==> src/rtl/alu_pkg.sv <==
`default_nettype none
// ============================================================================
// Module      : alu_pkg
// Description : Opcode encoding and shared helpers for the RV32I ALU.
// Revision    : 1.0 - initial release
// ============================================================================
package alu_pkg;

    localparam int XLEN = 32;

    // Encoding is {funct7[5], funct3} so decode can feed the ALU directly.
    typedef enum logic [3:0] {
        ALU_ADD  = 4'b0000,
        ALU_SUB  = 4'b1000,
        ALU_SLL  = 4'b0001,
        ALU_SLT  = 4'b0010,
        ALU_SLTU = 4'b0011,
        ALU_XOR  = 4'b0100,
        ALU_SRL  = 4'b0101,
        ALU_SRA  = 4'b1101,
        ALU_OR   = 4'b0110,
        ALU_AND  = 4'b0111
    } alu_op_e;

    function automatic logic [XLEN-1:0] bit_reverse(input logic [XLEN-1:0] din);
        logic [XLEN-1:0] dout;
        dout = '0;
        for (int i = 0; i < XLEN; i++) begin
            dout[i] = din[XLEN-1-i];
        end
        return dout;
    endfunction

endpackage : alu_pkg
`default_nettype wire

==> src/rtl/alu_shifter.sv <==
`default_nettype none
// ============================================================================
// Module      : alu_shifter
// Description : 5-stage logarithmic barrel shifter for SLL / SRL / SRA.
// Revision    : 1.0 - initial release
// ============================================================================
module alu_shifter
    import alu_pkg::*;
(
    input  logic [XLEN-1:0] data_in,
    input  logic [4:0]      shamt,
    input  logic            shift_left,
    input  logic            arith,
    output logic [XLEN-1:0] data_out
);

    // Left shifts reuse the right-shift network by mirroring the operand.
    logic [XLEN-1:0] stage [0:5];
    logic            fill;

    assign fill     = arith & ~shift_left & data_in[XLEN-1];
    assign stage[0] = shift_left ? bit_reverse(data_in) : data_in;

    genvar i;
    generate
        for (i = 0; i < 5; i++) begin : g_stage
            localparam int SH = 1 << i;
            assign stage[i+1] = shamt[i] ? {{SH{fill}}, stage[i][XLEN-1:SH]} : stage[i];
        end
    endgenerate

    assign data_out = shift_left ? bit_reverse(stage[5]) : stage[5];

endmodule : alu_shifter
`default_nettype wire

==> src/rtl/alu.sv <==
`default_nettype none
// ============================================================================
// Module      : alu
// Description : RV32I integer ALU, combinational RESULT plus registered RESULT_Q.
// Revision    : 1.0 - initial release
// ============================================================================
module alu
    import alu_pkg::*;
(
    input  logic            CLK,
    input  logic            RESET,
    input  logic [XLEN-1:0] OP_1,
    input  logic [XLEN-1:0] OP_2,
    input  logic [3:0]      OPCODE,
    output logic [XLEN-1:0] RESULT,
    output logic [XLEN-1:0] RESULT_Q
);

    logic            subtract;
    logic [XLEN:0]   sum;
    logic            lt_signed;
    logic            lt_unsigned;
    logic [XLEN-1:0] shift_out;
    logic [XLEN-1:0] result_d;
    logic [XLEN-1:0] result_q;

    // One adder serves ADD, SUB and both compares; everything but ADD subtracts.
    assign subtract    = (OPCODE != ALU_ADD);
    assign sum         = {1'b0, OP_1} + {1'b0, OP_2 ^ {XLEN{subtract}}} + {{XLEN{1'b0}}, subtract};
    assign lt_unsigned = ~sum[XLEN];
    assign lt_signed   = (OP_1[XLEN-1] != OP_2[XLEN-1]) ? OP_1[XLEN-1] : sum[XLEN-1];

    alu_shifter u_shifter (
        .data_in    (OP_1),
        .shamt      (OP_2[4:0]),
        .shift_left (OPCODE == ALU_SLL),
        .arith      (OPCODE == ALU_SRA),
        .data_out   (shift_out)
    );

    always_comb begin
        RESULT = '0;
        case (OPCODE)
            ALU_ADD,
            ALU_SUB:  RESULT = sum[XLEN-1:0];
            ALU_SLT:  RESULT = {{(XLEN-1){1'b0}}, lt_signed};
            ALU_SLTU: RESULT = {{(XLEN-1){1'b0}}, lt_unsigned};
            ALU_XOR:  RESULT = OP_1 ^ OP_2;
            ALU_OR:   RESULT = OP_1 | OP_2;
            ALU_AND:  RESULT = OP_1 & OP_2;
            ALU_SLL,
            ALU_SRL,
            ALU_SRA:  RESULT = shift_out;
            default:  RESULT = '0;
        endcase
    end

    always_comb begin
        result_d = RESULT;
    end

    always_ff @(posedge CLK) begin
        if (RESET) begin
            result_q <= '0;
        end else begin
            result_q <= result_d;
        end
    end

    assign RESULT_Q = result_q;

endmodule : alu
`default_nettype wire

==> config.mk <==
export PLATFORM = sky130hd
export DESIGN_NAME = alu
export DESIGN_NICKNAME = d
export VERILOG_FILES = /design/src/rtl/alu_pkg.sv /design/src/rtl/alu_shifter.sv /design/src/rtl/alu.sv
export SDC_FILE = /design/constraint.sdc
export NUM_CORES = 1
export LEC_CHECK = 0
export CAP_MARGIN = 10
export CORE_MARGIN = 1.5
export CORE_UTILIZATION = 55
export DETAILED_ROUTE_END_ITERATION = 10
export DONT_BUFFER_PORTS = 1
export PLACE_DENSITY = 0.7
export SETUP_SLACK_MARGIN = 0.15
export SYNTH_ARGS = -nofsm -noshare
export SYNTH_HDL_FRONTEND = slang
export SYNTH_HIERARCHICAL = 1
export SYNTH_SLANG_ARGS = --single-unit
==> constraint.sdc <==
create_clock -name CLK -period 7.6 [get_ports CLK]
set_clock_uncertainty 0.2 [all_clocks]
set_input_delay 1.52 -clock CLK [delete_from_list [all_inputs] [get_ports CLK]]
set_output_delay 1.52 -clock CLK [all_outputs]
set_load 0.005 [all_outputs]
# Word-level counts from Yosys, hierarchy flattened
# Index checks and enable logic that the tools add are counted.
# classes
add_sub_neg	2
n_mul	0
div_mod_pow	0
n_lt_le_gt_ge	0
n_eq_ne	10
shifts	0
muxes	9
bitwise	8
reduce_logical	4
# op_table
operator	count
32-bit two-way mux	7
32-bit one-hot mux with 7 select lines	1
32-bit bitwise XOR	2
32-bit by 32-bit adder with 33-bit output	1
33-bit by 1-bit adder with 33-bit output	1
32-bit bitwise AND	1
32-bit OR	1
4-bit by 3-bit == test with 1-bit output, second input constant	4
4-bit by 2-bit == test with 1-bit output, second input constant	2
4-bit == test, second input constant	2
4-bit by 1-bit == test with 1-bit output, second input constant	1
4-bit logical NOT	1
4-bit nonzero test	1
3-bit OR reduction	1
1-bit bitwise AND	2
1-bit inverter	2
2-bit OR reduction	1
1-bit two-way mux	1
1-bit != test	1
# word_totals
regBits	32
latchBits	0
ram_bits	0
romBits	0
inputBits	70
wordCells	34
n_memories	0

# Longest topological paths before layout
# logic_depth
ltp_word	11
mapped_depth	17
ltp_nobuf	13

# Cells and area by module
# Netlist, hierarchy kept.
# modules_own_cells
module	instances	cells_per_inst	area_per_inst_um2
alu	1	718	5251.3
alu_shifter	1	461	3594.7

# Worst setup path after synthesis
# No wires, ideal clock.
# synth_timing
path_type	input port to output port
startpoint	input OPCODE[3]
endpoint	output RESULT[0]
arrival_time_ns	4.654
slack_ns	1.226
stages	13
path_buffers	3
path_cell_list	buf_2 nor4_4 buf_1 xnor2_1 ha_1 buf_2 and2_1 nand3_1 a32oi_1 or4b_2 o311ai_0 or4_1 nand3_1
# synth_via
elab_chain_cells	11
# synth_rtl
element	line_no	text
start: declaration	alu.sv:14	input logic [3:0] OPCODE,
parallel branches: the longest is 10 deep, another holds 32-bit by 32-bit adder with 33-bit output	n/a	
32-bit one-hot mux with 7 select lines (*)	alu.sv:43	case (OPCODE)
end: declaration	alu.sv:15	output logic [XLEN-1:0] RESULT,
# Every way passes the cells marked *.

# Worst setup path in the final report
# layout_timing
startpoint	input OPCODE[1]
endpoint	output RESULT[25]
# layout_via
elab_chain_cells	11
# layout_rtl
element	line_no	text
4-bit by 1-bit == test with 1-bit output	alu.sv:36	.shift_left (OPCODE == ALU_SLL),
1-bit inverter	alu_shifter.sv:21	assign fill = arith & ~shift_left & data_in[XLEN-1];
1-bit bitwise AND (2 in series)	alu_shifter.sv:21	
32-bit two-way mux (5 in series)	alu_shifter.sv:28	assign stage[i+1] = shamt[i] ? {{SH{fill}}, stage[i][XLEN-1:SH]} : stage[i];
32-bit two-way mux (*)	alu_shifter.sv:32	assign data_out = shift_left ? bit_reverse(stage[5]) : stage[5];
via shift_out[25]	alu.sv:23	logic [XLEN-1:0] shift_out;
32-bit one-hot mux with 7 select lines (*)	alu.sv:43	
# The timed path passes the listed nets; every way through them passes the cells marked *.

==> metrics.md <==
| Metric | Value |
|---|---|
| Outcome | `finished clean` |
| Hold depth | `1` |
| Antenna Nets Post-Route | `0` |
| Clk buf depth | `2` |
| Maximum vdd drop | `around 0.13 mV` |
| Lkg Pwr | `between 0.003 and 0.004 uW` |
| Total CTS buffers | `5` |
| CTS tree | `done` |
| Final Hold Vio Count | `0` |
| CTS resizes | `0` |
| Most frequent cell after synthesis | `nand2_1` |
| Commonest cells in the netlist | `97 x nand2_1, 95 x ha_1, 86 x nor2_1, 85 x inv_1, 76 x a21oi_1` |
| Pwr Density | `around 110 nW/um^2` |
| P&R area growth vs syn | `1.95%` |
| Slew @ Worst Pin | `between 0.8 and 0.9 ns` |
| Number of I/O port buffers | `0` |
| Ant diodes | `0` |
| Final nets | `1282` |
| Internal power | `544 uW` |
| Number of synthesized flops with an enable pin | `0` |
| CP cell instances | `nand2b_1, nor3_2, buf_4, nand2b_1, o22ai_1, a211oi_1, a32o_1, nor4b_1, mux2i_1, a222oi_1, o21ai_0, a211o_1` |
| Initial DRC count | `979` |
| GP Congestion | `1.03` |
| Layout cells sized above 1 | `a little under an eighth` |
| Mapped Area | `8850 sq um` |
| CP peak stage delay | `0.57 ns` |
| GR Overflow Total | `0` |
| Largest net degree at the start of global routing | `89` |
| Row cnt | `46` |
| DR vias/cell | `7.14` |
| Fin crit share | `between 90 and 100%` |
| Startpoint type of the worst setup path | `primary input` |
| Top-area cell type share of the netlist area | `between 10% and 20%` |
| Synth Area per Inst | `7.50 sq um` |
| Max-cap viol count | `0` |
| Global-route wire length before repair | `roughly 52000 um` |
| Placed insts | `1325` |
| Clock power frac | `20.2%` |
| Worst path bufs/invs | `1` |
| Detailed Routing Iterations Pass 1 | `7` |
| Hold-critical path endpoint | `RESULT_Q[26]` |
| Cell count after synthesis | `between 1000 and 1500` |
| Fmax achieved | `approximately 150 MHz` |
| Crit-path max FO | `46` |
| Routed len/inst | `26.6 um` |
| Postcts setup bufs | `0` |
| Syn. warnings | `6` |
| Initial antenna violation count | `0` |
| CP max stage cell | `nor4b_1` |
| Most frequent cell on the critical path | `nand2b_1` |
| DP Wirelength | `27600 um` |
| RSZ-0062 raised after global routing | `no` |
| Sequential share of the synthesized area | `7.24%` |
| Final setup vio count | `0` |
| Max reg flops | `32` |
| I/O pin total | `134` |
| DRC violations left | `0` |
| Worst path top cell family by delay | `compound AO/OA/AOI/OAI gates` |
| Routed WL | `35400 um` |
| Initial Util | `56.1%` |
| Critical Path End Type | `output port` |
| Non-filler cells, final | `1333` |
| Overall Global Routing Usage | `between 40% and 50%` |
| CP required | `just under 6 ns` |
| Core area | `roughly 16000 sq um` |
| Full die area | `16900 sq um` |
| Synth unique cells | `78` |
| TritonCTS sink count | `32` |
| Worst-path clk slew | `0.05 ns` |
| Synth area leaders | `ha_1 13%, mux4_2 8.7%, dfxtp_1 7.2%` |
| Net switching power | `423 uW` |
| Syn_nets | `1345` |
| Die Wd | `130 um` |
| Setup ws final | `0.739 ns` |
| Sw Share | `between 40% and 50%` |
| CP Class | `in2out` |
| Setup TNS | `0 ns` |
| Yosys reg bits | `32` |
| Setup WS pre-CTS | `0.912 ns` |
| Gate power share | `between 60% and 70%` |
| CTS Root Cell | `clkbuf_16` |
| Synth Flop Type | `dfxtp_1` |
| # hold bufs at CTS | `0` |
| Slew Viols, Final | `0` |
| Worst Hold Launch | `RESET` |
| Vias in the first global route | `between 8000 and 9000` |
| Register share of total power | `~19%` |
| Vias | `roughly 9500` |
| Critical Path AT | `5.14 ns` |
| Worst min path class | `in2reg` |
| Post-synth ARST share | `0%` |
| Fin crit period | `6.86 ns` |
| H-tree levels | `2` |
| Die Ht | `130 um` |
| Post-synth top area cell | `ha_1` |
| Slew margin rel. | `40.1%` |
[layout make-up]
class | instances | area (sq um)
Clock buffer | 6 | 139
Clock inverter | 2 | 10.0
Fill cell | 1577 | 6750
Inverter | 87 | 327
Multi-Input combinational cell | 974 | 7510
Sequential cell | 32 | 641
Tap cell | 216 | 270
Timing Repair Buffer | 16 | 120
[worst max-delay path by stage]
stage / endpoint / startpoint / cells after the start / slack (ns)
floorplan: RESULT[0] / OPCODE[3] / 13 / 1.23
global placement: RESULT[25] / OPCODE[1] / 12 / 0.97
detailed placement: RESULT[25] / OPCODE[1] / 12 / 0.91
CTS: RESULT[25] / OPCODE[1] / 12 / 0.91
global route: RESULT[25] / OPCODE[1] / 12 / 0.55
finish: RESULT[25] / OPCODE[1] / 12 / 0.74
[power groups by stage]
stage	logic [uW]	registers, uW	clock network (uW)
final	584	187	196
after global routing	626	189	204
after CTS	567	187	197
after detailed placement	564	191	0
after global placement	564	190	0
after floorplan	449	189	0
[logic make-up (layout without fill, tap and decap cells)]
logic type | Yosys count | after routing | share of synthesized area (%)
adders and majority gates | 96 | 96 | 13.7
buffers and inverters | 173 | 111 | 8.06
and+or+nand+nor | 348 | 348 | 19.2
muxes | 120 | 120 | 19.1
AOI/OAI and AO/OA | 364 | 364 | 28.2
xor gates and xnor gates | 46 | 46 | 4.55
DFF | 32 | 32 | 7.24
[layer usage]
layer | wire length [um] | GRT usage, %
met4 | 2520 | 27.0
met2 | 15300 | 63.2
met5 | 0 | 0
met1 | 14400 | 53.9
met3 | 3200 | 5.25
[cell usage in the layout, fill, tap and decap left out, types with 16 or more instances in the layout]
cell type / n
a21oi_1: 75
and2_1: 22
a222oi_1: 18
mux2i_1: 36
ha_1: 95
a21o_1: 23
mux4_2: 34
dfxtp_1: 32
nand2_1: 97
nand4_1: 18
nor2_1: 86
mux2_2: 48
nor3_1: 21
o22ai_1: 23
inv_1: 85
nand3_1: 33
buf_4: 16
o21ai_0: 67
xnor2_1: 40
[stage by stage]
stage | util, % | hold slack, ns | total power, uW | instance area, sq um
4_1_cts | 57.2 | 1.10 | 952 | 9020
2_1_floorplan | - | 1.56 | 638 | 8850
3_3_place_gp | 56.2 | 1.39 | 755 | 8870
6_report | 57.2 | 1.10 | 967 | 9020
3_5_place_dp | 56.2 | 1.39 | 755 | 8870
5_1_grt | 57.2 | 1.10 | 1020 | 9020
Power figures use the tool's default switching activity.
